## config.mk

```make
export PLATFORM = sky130hd
export DESIGN_NAME = cdc_sync_bus_flat
export DESIGN_NICKNAME = d
export VERILOG_FILES = /design/src/rtl/cdc_sync_bus_pkg.sv /design/src/rtl/cdc_sync_bus_if.sv /design/src/rtl/cdc_sync_bus_bit.sv /design/src/rtl/cdc_sync_bus.sv /design/src/flat_wrapper.sv
export SDC_FILE = /design/constraint.sdc
export NUM_CORES = 1
export LEC_CHECK = 0
export ABC_AREA = 1
export CAP_MARGIN = 10
export CORE_AREA = 10 10 47 49
export CTS_BUF_LIST = sky130_fd_sc_hd__clkbuf_16
export DETAILED_ROUTE_END_ITERATION = 10
export DIE_AREA = 0 0 57 59
export PLACE_DENSITY_LB_ADDON = 0.12
export REMOVE_ABC_BUFFERS = 1
export SLEW_MARGIN = 20
export SYNTH_ARGS = -nofsm -noshare
export SYNTH_HDL_FRONTEND = slang
export SYNTH_HIERARCHICAL = 1
export SYNTH_SLANG_ARGS = --single-unit
```

## constraint.sdc

```tcl
create_clock -name clk_dest -period 0.8 [get_ports clk_dest]
set_input_delay 0.12 -clock clk_dest [delete_from_list [all_inputs] [get_ports clk_dest]]
set_output_delay 0.12 -clock clk_dest [all_outputs]
set_load 0.02 [all_outputs]
```

## src/rtl/cdc_sync_bus_pkg.sv

```systemverilog
// Shared constants and helpers for the cdc_sync_bus synchronizer family.
package cdc_pkg;

  localparam int MIN_STAGES = 2;

  // Returns the number of bits needed to hold values 0..v-1 (at least 1).
  function automatic int clog2(input int v);
    int r;
    r = 0;
    for (int i = 0; i < 32; i++) begin
      if ((1 << r) < v) r = r + 1;
    end
    return (r < 1) ? 1 : r;
  endfunction

endpackage

```

## src/rtl/cdc_sync_bus_if.sv

```systemverilog
// Bundle of asynchronous inputs and synchronized outputs for cdc_sync_bus.
interface cdc_sync_bus_if import cdc_pkg::*; #(
  parameter int WIDTH = 4
);

  logic [WIDTH-1:0] async_in;
  logic [WIDTH-1:0] sync_out;
  logic [WIDTH-1:0] rise;
  logic [WIDTH-1:0] fall;
  logic             changed;

  modport master (
    output async_in,
    input  sync_out,
    input  rise,
    input  fall,
    input  changed
  );

  modport slave (
    input  async_in,
    output sync_out,
    output rise,
    output fall,
    output changed
  );

endinterface

```

## src/rtl/cdc_sync_bus_bit.sv

```systemverilog
// One synchronizer channel: flop chain, optional debounce filter and
// registered rise/fall pulses aligned with the visible sync_o change.
module cdc_sync_bit import cdc_pkg::*; #(
  parameter int   STAGES        = 2,
  parameter int   FILTER        = 0,
  parameter logic RESET_VAL_BIT = 1'b0
) (
  input  logic clk_dest,
  input  logic rst,
  input  logic async_i,
  output logic sync_o,
  output logic rise_o,
  output logic fall_o
);

  (* ASYNC_REG = "TRUE" *) logic [STAGES-1:0] stage_q;
  logic s;
  logic rise_q;
  logic fall_q;

  always_ff @(posedge clk_dest) begin
    if (rst) stage_q <= {STAGES{RESET_VAL_BIT}};
    else     stage_q <= {stage_q[STAGES-2:0], async_i};
  end

  assign s = stage_q[STAGES-1];

  generate
    if (FILTER == 0) begin : g_bypass
      // The last chain flop is the history of the one before it, so the edge
      // pulse is registered on the same clock that makes the new s visible.
      logic s_next;
      assign s_next = stage_q[STAGES-2];

      always_ff @(posedge clk_dest) begin
        if (rst) begin
          rise_q <= 1'b0;
          fall_q <= 1'b0;
        end else begin
          rise_q <= s_next & ~s;
          fall_q <= ~s_next & s;
        end
      end

      assign sync_o = s;
    end else begin : g_filter
      localparam int            CW       = clog2(FILTER + 1);
      localparam logic [CW-1:0] CNT_LAST = CW'(FILTER - 1);

      logic [CW-1:0] cnt_q, cnt_d;
      logic          sync_q, sync_d;
      logic          rise_d, fall_d;

      always_comb begin
        cnt_d  = '0;
        sync_d = sync_q;
        rise_d = 1'b0;
        fall_d = 1'b0;
        if (s != sync_q) begin
          if (cnt_q == CNT_LAST) begin
            sync_d = s;
            rise_d = s;
            fall_d = ~s;
          end else begin
            cnt_d = cnt_q + CW'(1);
          end
        end
      end

      always_ff @(posedge clk_dest) begin
        if (rst) begin
          cnt_q  <= '0;
          sync_q <= RESET_VAL_BIT;
          rise_q <= 1'b0;
          fall_q <= 1'b0;
        end else begin
          cnt_q  <= cnt_d;
          sync_q <= sync_d;
          rise_q <= rise_d;
          fall_q <= fall_d;
        end
      end

      assign sync_o = sync_q;
    end
  endgenerate

  assign rise_o = rise_q;
  assign fall_o = fall_q;

endmodule

```

## src/rtl/cdc_sync_bus.sv

```systemverilog
// WIDTH independent single-bit synchronizers into clk_dest, with a combined
// "any edge this cycle" flag. No cross-bit coherency is provided.
module cdc_sync_bus import cdc_pkg::*; #(
  parameter int               WIDTH     = 4,
  parameter int               STAGES    = 2,
  parameter int               FILTER    = 0,
  parameter logic [WIDTH-1:0] RESET_VAL = {WIDTH{1'b0}}
) (
  input logic           clk_dest,
  input logic           rst,
  cdc_sync_bus_if.slave bus
);

  generate
    if (STAGES < MIN_STAGES) begin : g_chk_stages
      $error("cdc_sync_bus: STAGES must be at least 2");
    end
    if (WIDTH < 1) begin : g_chk_width
      $error("cdc_sync_bus: WIDTH must be at least 1");
    end
    if (FILTER < 0) begin : g_chk_filter
      $error("cdc_sync_bus: FILTER must be non-negative");
    end
  endgenerate

  logic [WIDTH-1:0] sync_w;
  logic [WIDTH-1:0] rise_w;
  logic [WIDTH-1:0] fall_w;

  for (genvar i = 0; i < WIDTH; i++) begin : g_ch
    cdc_sync_bit #(
      .STAGES        (STAGES),
      .FILTER        (FILTER),
      .RESET_VAL_BIT (RESET_VAL[i])
    ) u_bit (
      .clk_dest (clk_dest),
      .rst      (rst),
      .async_i  (bus.async_in[i]),
      .sync_o   (sync_w[i]),
      .rise_o   (rise_w[i]),
      .fall_o   (fall_w[i])
    );
  end

  assign bus.sync_out = sync_w;
  assign bus.rise     = rise_w;
  assign bus.fall     = fall_w;
  assign bus.changed  = |(rise_w | fall_w);

endmodule

```

## src/flat_wrapper.sv

```systemverilog
// flat-port wrapper written by rule: the top's interface ports become plain ports
module cdc_sync_bus_flat import cdc_pkg::*;
#(
  parameter int               WIDTH     = 4,
  parameter int               STAGES    = 2,
  parameter int               FILTER    = 0,
  parameter logic [WIDTH-1:0] RESET_VAL = {WIDTH{1'b0}}
)
  (clk_dest, rst, bus_async_in, bus_sync_out, bus_rise, bus_fall, bus_changed);
  cdc_sync_bus_if #(.WIDTH(WIDTH)) bus_i ();
  input logic clk_dest;
  input logic rst;
  input wire logic [$bits(bus_i.async_in)-1:0] bus_async_in;
  output wire logic [$bits(bus_i.sync_out)-1:0] bus_sync_out;
  output wire logic [$bits(bus_i.rise)-1:0] bus_rise;
  output wire logic [$bits(bus_i.fall)-1:0] bus_fall;
  output wire logic [$bits(bus_i.changed)-1:0] bus_changed;
  assign bus_i.async_in = bus_async_in;
  assign bus_sync_out = bus_i.sync_out;
  assign bus_rise = bus_i.rise;
  assign bus_fall = bus_i.fall;
  assign bus_changed = bus_i.changed;
  cdc_sync_bus #(.WIDTH(WIDTH), .STAGES(STAGES), .FILTER(FILTER), .RESET_VAL(RESET_VAL)) u_core (.clk_dest(clk_dest), .rst(rst), .bus(bus_i));
endmodule
```

* Yosys cells after proc, flatten, opt, wreduce, memory -nomap -nowiden
Cells that the tools add are included.
** Word-level totals
- Flip-flop bits (word level) :: 16
- Bits of input ports :: 6
- Output and inout bits :: 13
- Logic and storage cells :: 30
** Cells by class
- Bitwise gates (word level) :: 17
- Reduce and logical (&&, ||, !) cells :: 1
** Operators with widths (count)
- 1-bit bitwise AND :: 8
- 1-bit inverter :: 8
- 4-bit bitwise OR :: 1
- 4-bit OR reduction :: 1

* Longest topological paths before layout
Gate-level depths: netlist of the first run.
- Word-level depth :: 2
- Gate-level depth with buffers :: 4
- Gate-level depth less buffers :: 4

* Hierarchy
The synthesis of the first run kept the hierarchy.
** Modules (own cells, without submodules)
- cdc_sync_bit :: times used 4, cells an instance 12, area each 112.6 um^2, sequential area each 80.1 um^2
- cdc_sync_bus :: times used 1, cells an instance 15, area each 56.3 um^2, sequential area each 0.0 um^2

* Worst setup path before layout of the first run
No wires, ideal clock.
- Path type :: reg-to-output
- Start :: register u_core.g_ch[2].u_bit.rise_q
- End :: output port bus_changed
- Arrival time :: 0.724 ns
- Required time :: 0.680 ns
- Path slack :: -0.044 ns
- Cell stages (with the launch flop) :: 5
- Path buffers :: 0
- Path through :: dfxtp_1 -> inv_1 -> nand2_1 -> nor2_1 -> nand2_1
** On the way
- Word-level cells in the longest chain between the ends :: 2
** RTL lines
- start: declaration :: line cdc_sync_bus_bit.sv:18 : logic rise_q;
- start signal: assignment :: line cdc_sync_bus_bit.sv:40 : rise_q <= s_next & ~s;
- 4-bit bitwise OR :: line cdc_sync_bus.sv:48 : assign bus.changed = |(rise_w | fall_w);
- 4-bit OR reduction :: line cdc_sync_bus.sv:48
- end: declaration :: line flat_wrapper.sv:17 : output wire logic [$bits(bus_i.changed)-1:0] bus_changed;
No other way between the ends.

* Worst setup path in the final report of the first run
Ends and elaborated chain as after synthesis.

==> results of run 1 <==
-- routing by layer --
metal	vias to the layer above	track usage [%]	wire length, µm
met5	-	0	0
met4	0	2.013	0
met3	0	3.004	90
met2	12	9.922	520
met1	186	5.861	394
li1	238	-	-
-- through the flow --
step,utilization (%),TNS [ps],total power [mW]
after detailed placement,55.63,-6551,1.069
final,66.79,-936.9,2.025
after floorplan,-,-43.51,0.9442
after global placement,55.63,-6273,1.065
after global routing,66.79,-1208,2.100
after CTS,64.73,-743.6,2.036
-- report_power, final --
group	leakage, nW	switching (mW)	internal [mW]
Clock	0.0385	0.281	0.661
Sequential	0.137	0.0223	0.835
Combinational	0.326	0.0973	0.128
Total	0.501	0.401	1.62
-- path summary, 6_finish.rpt --
path | start | end
max | u_core/g_ch[2].u_bit/rise_o | bus_changed
max reg2reg | u_core/g_ch[1].u_bit/stage_q[1] | u_core/g_ch[1].u_bit/fall_o
min | bus_async_in[1] | u_core/g_ch[1].u_bit/stage_q[0]
min reg2reg | u_core/g_ch[0].u_bit/stage_q[0] | u_core/g_ch[0].u_bit/fall_o
-- cells in the mapped netlist --
cell | count | share of area, %
dfxtp_1 | 16 | 63
inv_1 | 16 | 12
nor2_1 | 14 | 10
nand2_1 | 9 | 6.7
inv_2 | 4 | 3.0
nand2_2 | 4 | 4.9
-- flip-flops by register name, indices dropped and copies added (netlist names) --
register,cells
u_core/g_ch.u_bit/stage_q,8
u_core/g_ch.u_bit/fall_o,4
u_core/g_ch.u_bit/rise_o,4
-- cell type report --
type                            instances  area [µm²]  share of cell area, %
Timing Repair Buffer                   29       310.3                  33.16
Sequential cell                        16       335.3                  35.83
Multi-Input combinational cell         27       116.4                  12.43
Inverter                               20       75.07                  8.021
Clock inverter                          1       3.754                 0.4011
Clock buffer                            3       75.07                  8.021
Tap cell                               16       20.02                  2.139
-- tightest hold or removal path, delay by kind of cell --
family,cells,cell delay (ps)
buffers and inverters,2,440
AND/OR/NAND/NOR,1,30
-- logic make-up (layout without fill, tap and decap cells) --
kind of cell / Yosys count / after routing / share of synthesized area (%)
AND/OR/NAND/NOR: 27 / 27 / 21.97
buffers and inverters: 20 / 53 / 14.81
flip-flops: 16 / 16 / 63.21
-- timing repair --
item,CTS,global route
endpoints found under the setup margin,13,13
hold buffers,0,0
gates cloned,0,0
pin swaps,3,4
gates resized for setup,94,8
buffers inserted,1,2
==> impl_metrics.json, run 1 <==
{
  "viasPerCell": 3.893,
  "n_fill_cell": 128,
  "ys.warnings.count": 6,
  "cts-root-buf": "clkbuf_16",
  "grt_util_all_layers_pct": 5.762,
  "startpoint_type": "flip-flop",
  "place_hpwl_um": 758,
  "violations": "negative setup slack",
  "htree_num_levels": 1,
  "drv_cap": 0,
  "criticalPathCategory": "flip-flop to output pin",
  "pre_cts_ws_ps": -462.3,
  "setup_viol": 9,
  "dr.pass1.iters": 2,
  "clock_path_buffers": 2,
  "whs_path_depth": 3,
  "drc": 0,
  "clk_latency_ps": 240,
  "core_area_um2": 1401,
  "fmaxAchievable_mhz": 933.6,
  "crit_cells": 5,
  "crit_top_cell": "nand2_1",
  "cts_made_buffers": 3,
  "ys_seq_area_share_pct": 63.21,
  "final_nets": 103,
  "start_util_pct": 36.16,
  "skew_ps": 1.979,
  "layout_common_cells": "buf_6, nor2_1, dfxtp_2",
  "io_pins": 19,
  "place_area_um2": 779.5,
  "postSynthAreaPerCell_um2": 8.043,
  "die_x_um": 57,
  "critPathMaxStageDelay_ps": 320,
  "final_common_cell": "buf_6",
  "post_drt_wl_per_cell_um": 8.973,
  "die_h_um": 59,
  "path_cells": "inv_2, nand2_1, nor2_1, nand2_1, buf_6",
  "status": "finished, violations left",
  "design_area_um2": 935.9,
  "powerDensity_nw_per_um2": 2163,
  "maxSlewHeadroom_pct": 92.54,
  "overflow": 0,
  "portBuffers": 18,
  "holdCritPathClass": "primary input to flip-flop",
  "syn2layout_area_growth_pct": 84.69,
  "antenna_cells": 0,
  "worst_slew_pin_slew_ps": 111.6,
  "end_kind": "output pin",
  "syn_area_um2": 506.7,
  "cp_slowest_cell": "dfxtp_2",
  "setup_slack_ps": -271.2,
  "hold_slack_ps": 394.3,
  "dieArea_um2": 3363,
  "wl_mm": 1.005,
  "period_needed_ps": 1071,
  "grt_pass1_wl_mm": 1.649,
  "core.rowCount": 14,
  "antenna_found_initial": 0,
  "p_leak_nw": 0.5008,
  "path_delay_family": "flip-flops",
  "synth_cells": 63,
  "hold_violations": 0,
  "path_buf_inv": 2,
  "ys_ff_latch": 16,
  "drv_slew": 0,
  "drt_iter0_drc": 1,
  "grt_pass1_vias": 435,
  "fin_cells": 112,
  "r2r_cells": 3,
  "finalCritPeriodShare_pct": 133.9,
  "grt_max_degree": 10,
  "cp.arrival_ps": 950,
  "rsz0062_at_grt": "yes",
  "dpl.cell_count": 105,
  "ir_worst_vdd_mv": 2.363,
  "path_clk_slew_ps": 50,
  "cts_tree": "built",
  "critPathRequiredTime_ps": 680,
  "drive_gt1_share_pct": 56.25,
  "antenna_left": 0,
  "clock_sinks": 16,
  "critical_path.max_fanout": 2,
  "ys_types": 6,
  "rrSetupSlack_ps": 160,
  "place.gp.congestion": 0.6542,
  "routed-via-count": 436
}
Power figures use the tool's default switching activity.
==> run 2, diff against run 1 <==
Settings changed: CTS_CLUSTER_DIAMETER from default to 120, GPL_TIMING_DRIVEN from default to 0.
==> run 2 against run 1 <==
  * The run still ends with negative setup slack left
  * Sequential share of layout area rose by 3.8 points
  * Combinational power fell by 16%
  * Highest routed layer is now met4
  * Clock skew barely moved
  * Global-route usage rose by 0.48 points
  * Non-clock buffer count fell by 6
  * First-iteration DRC count rose to 7.0 times the previous value
  * Utilization fell by 6.8 points
  * Setup slack improved by 6.8 ps
  * Maximum frequency rose by 0.64%
  * Count of clock-buffer cells in the layout did not move
==> impl_metrics.json, run 2 (same netlist as run 1, synthesis figures left out) <==
{
  "status": "finished, violations left",
  "violations": "negative setup slack",
  "final_nets": 97,
  "holdCritPathClass": "primary input to flip-flop",
  "drv_cap": 0,
  "grt_pass1_vias": 407,
  "routed-via-count": 415,
  "die_h_um": 59,
  "wl_mm": 1.033,
  "r2r-end": "u_core/g_ch[2].u_bit/fall_o",
  "drv_slew": 0,
  "design_area_um2": 840.8,
  "antenna_left": 0,
  "critical_path.max_fanout": 2,
  "largest_reg_flops": 8,
  "drc": 0,
  "fin_cells": 106,
  "dr.pass1.iters": 4,
  "rrSetupSlack_ps": 30,
  "grt_pass1_wl_mm": 1.587,
  "rsz0062_at_grt": "yes",
  "cp.arrival_ps": 940,
  "pre_cts_ws_ps": -413.4,
  "cts_tree": "built",
  "drive_gt1_share_pct": 44.44,
  "worstSetupStartpoint": "u_core/g_ch[0].u_bit/rise_o",
  "fmaxAchievable_mhz": 939.6,
  "cts-root-buf": "clkbuf_16",
  "io_pins": 19,
  "clk_latency_ps": 240,
  "grt_util_all_layers_pct": 6.239,
  "portBuffers": 18,
  "final_common_cell": "inv_1",
  "antenna_cells": 0,
  "fin_util_pct": 60.00,
  "r2r_cells": 4,
  "end_kind": "output pin",
  "htree_num_levels": 1,
  "drt_iter0_drc": 7,
  "place_area_um2": 706.9,
  "top_register": "u_core/g_ch.u_bit/stage_q",
  "start_util_pct": 36.16,
  "rr_startpoint": "u_core/g_ch[2].u_bit/stage_q[1]",
  "grt_max_degree": 10,
  "startpoint_type": "flip-flop",
  "period_needed_ps": 1064,
  "worst_slew_pin_slew_ps": 352.2,
  "switching_power_mw": 0.4018,
  "syn2layout_area_growth_pct": 65.93,
  "die_x_um": 57,
  "setup_viol": 9,
  "cts_made_buffers": 3,
  "criticalPathCategory": "flip-flop to output pin",
  "core.rowCount": 14,
  "maxSlewHeadroom_pct": 76.52,
  "powerDensity_nw_per_um2": 2374,
  "place.gp.congestion": 0.6108,
  "swShare_pct": 20.13,
  "antenna_found_initial": 0,
  "cp-endpoint": "bus_changed",
  "viasPerCell": 3.915,
  "layout_common_cells": "inv_1, nor2_1, buf_6",
  "power_frac_comb_pct": 9.5,
  "path_clk_slew_ps": 50,
  "hold_violations": 0,
  "place_hpwl_um": 703,
  "clock_path_buffers": 2,
  "clock_sinks": 16,
  "ir_worst_vdd_mv": 1.431,
  "seq_power_share_pct": 42.9,
  "dieArea_um2": 3363,
  "p_leak_nw": 0.4599,
  "critPathRequiredTime_ps": 680,
  "overflow": 0,
  "finalCritPeriodShare_pct": 133.0,
  "dpl.cell_count": 97,
  "post_drt_wl_per_cell_um": 9.745,
  "intPower_mw": 1.594,
  "p_clk_share_pct": 47.7,
  "skew_ps": 2.205,
  "core_area_um2": 1401,
  "setup_slack_ps": -264.3,
  "cts_hold_buf": 0
}
-- run 2: critical path, cell delays in order (launching register included) --
cell and delay, ps:
dfxtp_2 330, inv_2 40, nand2_1 40, nor2_1 90, nand2_1 70, buf_6 130
-- run 2: what timing repair did --
item,4_1_cts,5_1_grt
gates resized for setup,74,13
setup buffers,3,2
setup endpoints to repair,25,13
pin swaps,1,3
-- run 2: how the worst min path moves through the flow --
stage | start | endpoint | depth (start not counted)
floorplan | rst | u_core/g_ch[0].u_bit/stage_q[0] | 1
global placement | u_core/g_ch[3].u_bit/stage_q[0] | u_core/g_ch[3].u_bit/fall_o | 1
detailed placement | u_core/g_ch[2].u_bit/stage_q[0] | u_core/g_ch[2].u_bit/fall_o | 1
CTS | bus_async_in[3] | u_core/g_ch[3].u_bit/stage_q[0] | 3
global route | rst | u_core/g_ch[1].u_bit/stage_q[0] | 2
finish | rst | u_core/g_ch[2].u_bit/stage_q[0] | 2
-- run 2: metal layers --
layer	global-route usage, %	vias up	share of wire (%)
li1	-	226	-
met1	5.366	175	39
met2	9.767	12	50
met3	3.863	2	9.3
met4	6.040	0	0.97
met5	0	-	0
-- run 2: stage by stage --
stage	total power, mW	setup TNS [ps]	hold slack [ps]
global placement	1.035	-7832	419.6
CTS	1.995	-673.5	392.2
global route	2.066	-871.8	405.6
floorplan	0.9442	-43.51	191.2
detailed placement	1.038	-7971	419.2
finish	1.996	-509.8	389.8
-- run 2: power by group through the flow --
stage	Clock, mW	Combinational, mW	Sequential [mW]
6_report	0.951	0.189	0.856
5_1_grt	1.00	0.206	0.860
4_1_cts	0.960	0.183	0.852
3_5_place_dp	0	0.174	0.864
3_3_place_gp	0	0.172	0.864
2_1_floorplan	0	0.0549	0.889
-- run 2: layout make-up --
| type | instances | area (µm²) |
|---|---|---|
| Multi-Input combinational cell | 27 | 111.4 |
| Clock inverter | 1 | 3.754 |
| Tap cell | 16 | 20.02 |
| Clock buffer | 3 | 75.07 |
| Inverter | 20 | 75.07 |
| Timing Repair Buffer | 23 | 222.7 |
| Sequential cell | 16 | 332.8 |
| Fill cell | 132 | 560.5 |
==> run 3, diff against run 2 <==
--- a/config.mk
+++ b/config.mk
@@ -14,2 +14,3 @@
 export DIE_AREA = 0 0 57 59
+export GPL_ROUTABILITY_DRIVEN = 0
 export GPL_TIMING_DRIVEN = 0
--- a/constraint.sdc
+++ b/constraint.sdc
@@ -3,2 +3,2 @@
 set_output_delay 0.12 -clock clk_dest [all_outputs]
-set_load 0.02 [all_outputs]
+set_load 0.05 [all_outputs]
==> run 3 against run 2 <==
  * The run still ends with negative setup slack left
  * Critical endpoint unchanged
  * Total power rose by 4.7%
  * Non-clock buffer count is 3 higher
  * Clock power about the same
  * Clock skew shrank 0.70 ps
  * Final cell count increased by 2.8%
==> impl_metrics.json, run 3 (same netlist as run 1, synthesis figures left out) <==
{
  "r2r-end": "u_core/g_ch[2].u_bit/fall_o",
  "drv_slew": 0,
  "wl_mm": 1.094,
  "drt_iter0_drc": 7,
  "critical_path.max_fanout": 2,
  "core.rowCount": 14,
  "grt_max_degree": 10,
  "cts_tree": "built",
  "startpoint_type": "flip-flop",
  "start_util_pct": 36.16,
  "worst_slew_pin_slew_ps": 352.5,
  "powerDensity_nw_per_um2": 2284,
  "clk_latency_ps": 240,
  "die_h_um": 59,
  "critPathRequiredTime_ps": 680,
  "p_leak_nw": 0.4894,
  "finalCritPeriodShare_pct": 136.5,
  "io_pins": 19,
  "r2r_cells": 4,
  "pre_cts_ws_ps": -612.6,
  "cts_made_buffers": 3,
  "totalPowerFinal_mw": 2.089,
  "skew_ps": 1.508,
  "routed-via-count": 430,
  "die_x_um": 57,
  "criticalPathCategory": "flip-flop to output pin",
  "rsz0062_at_grt": "yes",
  "syn2layout_area_growth_pct": 80.49,
  "status": "finished, violations left",
  "core_area_um2": 1401,
  "drive_gt1_share_pct": 48.39,
  "final_common_cell": "inv_1",
  "maxSlewHeadroom_pct": 76.50,
  "path_clk_slew_ps": 50,
  "overflow": 0,
  "viasPerCell": 3.945,
  "place_hpwl_um": 703,
  "holdCritPathClass": "primary input to flip-flop",
  "setup_viol": 13,
  "top_register": "u_core/g_ch.u_bit/stage_q",
  "clock_sinks": 16,
  "end_kind": "output pin",
  "fin_util_pct": 65.27,
  "drc": 0,
  "hold_slack_ps": 389.7,
  "final_nets": 100,
  "cp.arrival_ps": 970,
  "drv_cap": 0,
  "n_fill_cell": 117,
  "htree_num_levels": 1,
  "layout_common_cells": "inv_1, nor2_1, dfxtp_2",
  "rr_startpoint": "u_core/g_ch[2].u_bit/stage_q[1]",
  "fmaxAchievable_mhz": 915.6,
  "whs_path_depth": 2,
  "period_needed_ps": 1092,
  "dr.pass1.iters": 4,
  "setup_slack_ps": -292.2,
  "grt_pass1_wl_mm": 1.676,
  "hold_violations": 0,
  "cts-root-buf": "clkbuf_16",
  "post_drt_wl_per_cell_um": 10.04,
  "antenna_left": 0,
  "grt_util_all_layers_pct": 6.547,
  "dieArea_um2": 3363,
  "rrSetupSlack_ps": 20,
  "grt_pass1_vias": 416,
  "whs_endpoint": "u_core/g_ch[1].u_bit/stage_q[0]",
  "violations": "negative setup slack",
  "antenna_found_initial": 0,
  "ir_worst_vdd_mv": 1.453,
  "clock_path_buffers": 2,
  "largest_reg_flops": 8,
  "hp-start": "rst",
  "antenna_cells": 0,
  "portBuffers": 18
}
[run 3: cell types whose count changed in the layout (fill, tap and decap cells not counted), sizes merged]
cell,change
buf,+3
[run 3: worst max-delay path by stage]
stage / depth (start not counted) / endpoint / startpoint / slack (ps)
2_1_floorplan: 4 / bus_changed / u_core/g_ch[2].u_bit/rise_o / -450
3_3_place_gp: 5 / bus_changed / u_core/g_ch[2].u_bit/rise_o / -610
3_5_place_dp: 5 / bus_changed / u_core/g_ch[2].u_bit/rise_o / -610
4_1_cts: 5 / bus_changed / u_core/g_ch[3].u_bit/fall_o / -270
5_1_grt: 5 / bus_changed / u_core/g_ch[0].u_bit/fall_o / -370
6_report: 5 / bus_changed / u_core/g_ch[0].u_bit/fall_o / -290
[run 3: worst max-delay path, stage by stage, from the launching register on]
cell and delay (ps):
dfxtp_2 310, inv_1 50, nand2_1 60, nor2_1 90, nand2_1 70, buf_6 150
[run 3: metal layers]
layer	vias to the layer above	global-route usage, %	share of wire [%]
met5	-	0	0
met4	0	6.040	0.82
met3	2	4.292	9.5
met2	12	9.922	51
met1	185	5.861	38
li1	231	-	-
[run 3: stage by stage]
step | cell area, µm² | instances | TNS [ps]
after floorplan | 506.7 | 63 | -868.5
final | 914.6 | 109 | -1049
after global placement | 706.9 | 97 | -10420
after CTS | 822.0 | 104 | -1196
after global routing | 914.6 | 109 | -1391
after detailed placement | 706.9 | 97 | -10560
[run 3: final cells by class]
| class | count | area [µm²] | area share, % |
|---|---|---|---|
| clock inverter | 1 | 3.754 | 0.4104 |
| inverter | 20 | 75.07 | 8.208 |
| multi-input combinational | 27 | 113.9 | 12.45 |
| sequential | 16 | 334.1 | 36.53 |
| timing repair buffer | 26 | 292.8 | 32.01 |
| clock buffer | 3 | 75.07 | 8.208 |
| tap | 16 | 20.02 | 2.189 |
[run 3: where the power goes]
group	switching, mW	internal, mW
Sequential	0.0235	0.835
Combinational	0.158	0.121
Clock	0.290	0.661
[run 3: what timing repair did]
action / in CTS / in global routing
hold endpoints to repair: 0 / 0
resized for setup: 95 / 22
setup endpoints to repair: 25 / 13
gates cloned: 0 / 0
hold buffers: 0 / 0
pin swaps: 1 / 3
setup buffers: 3 / 5
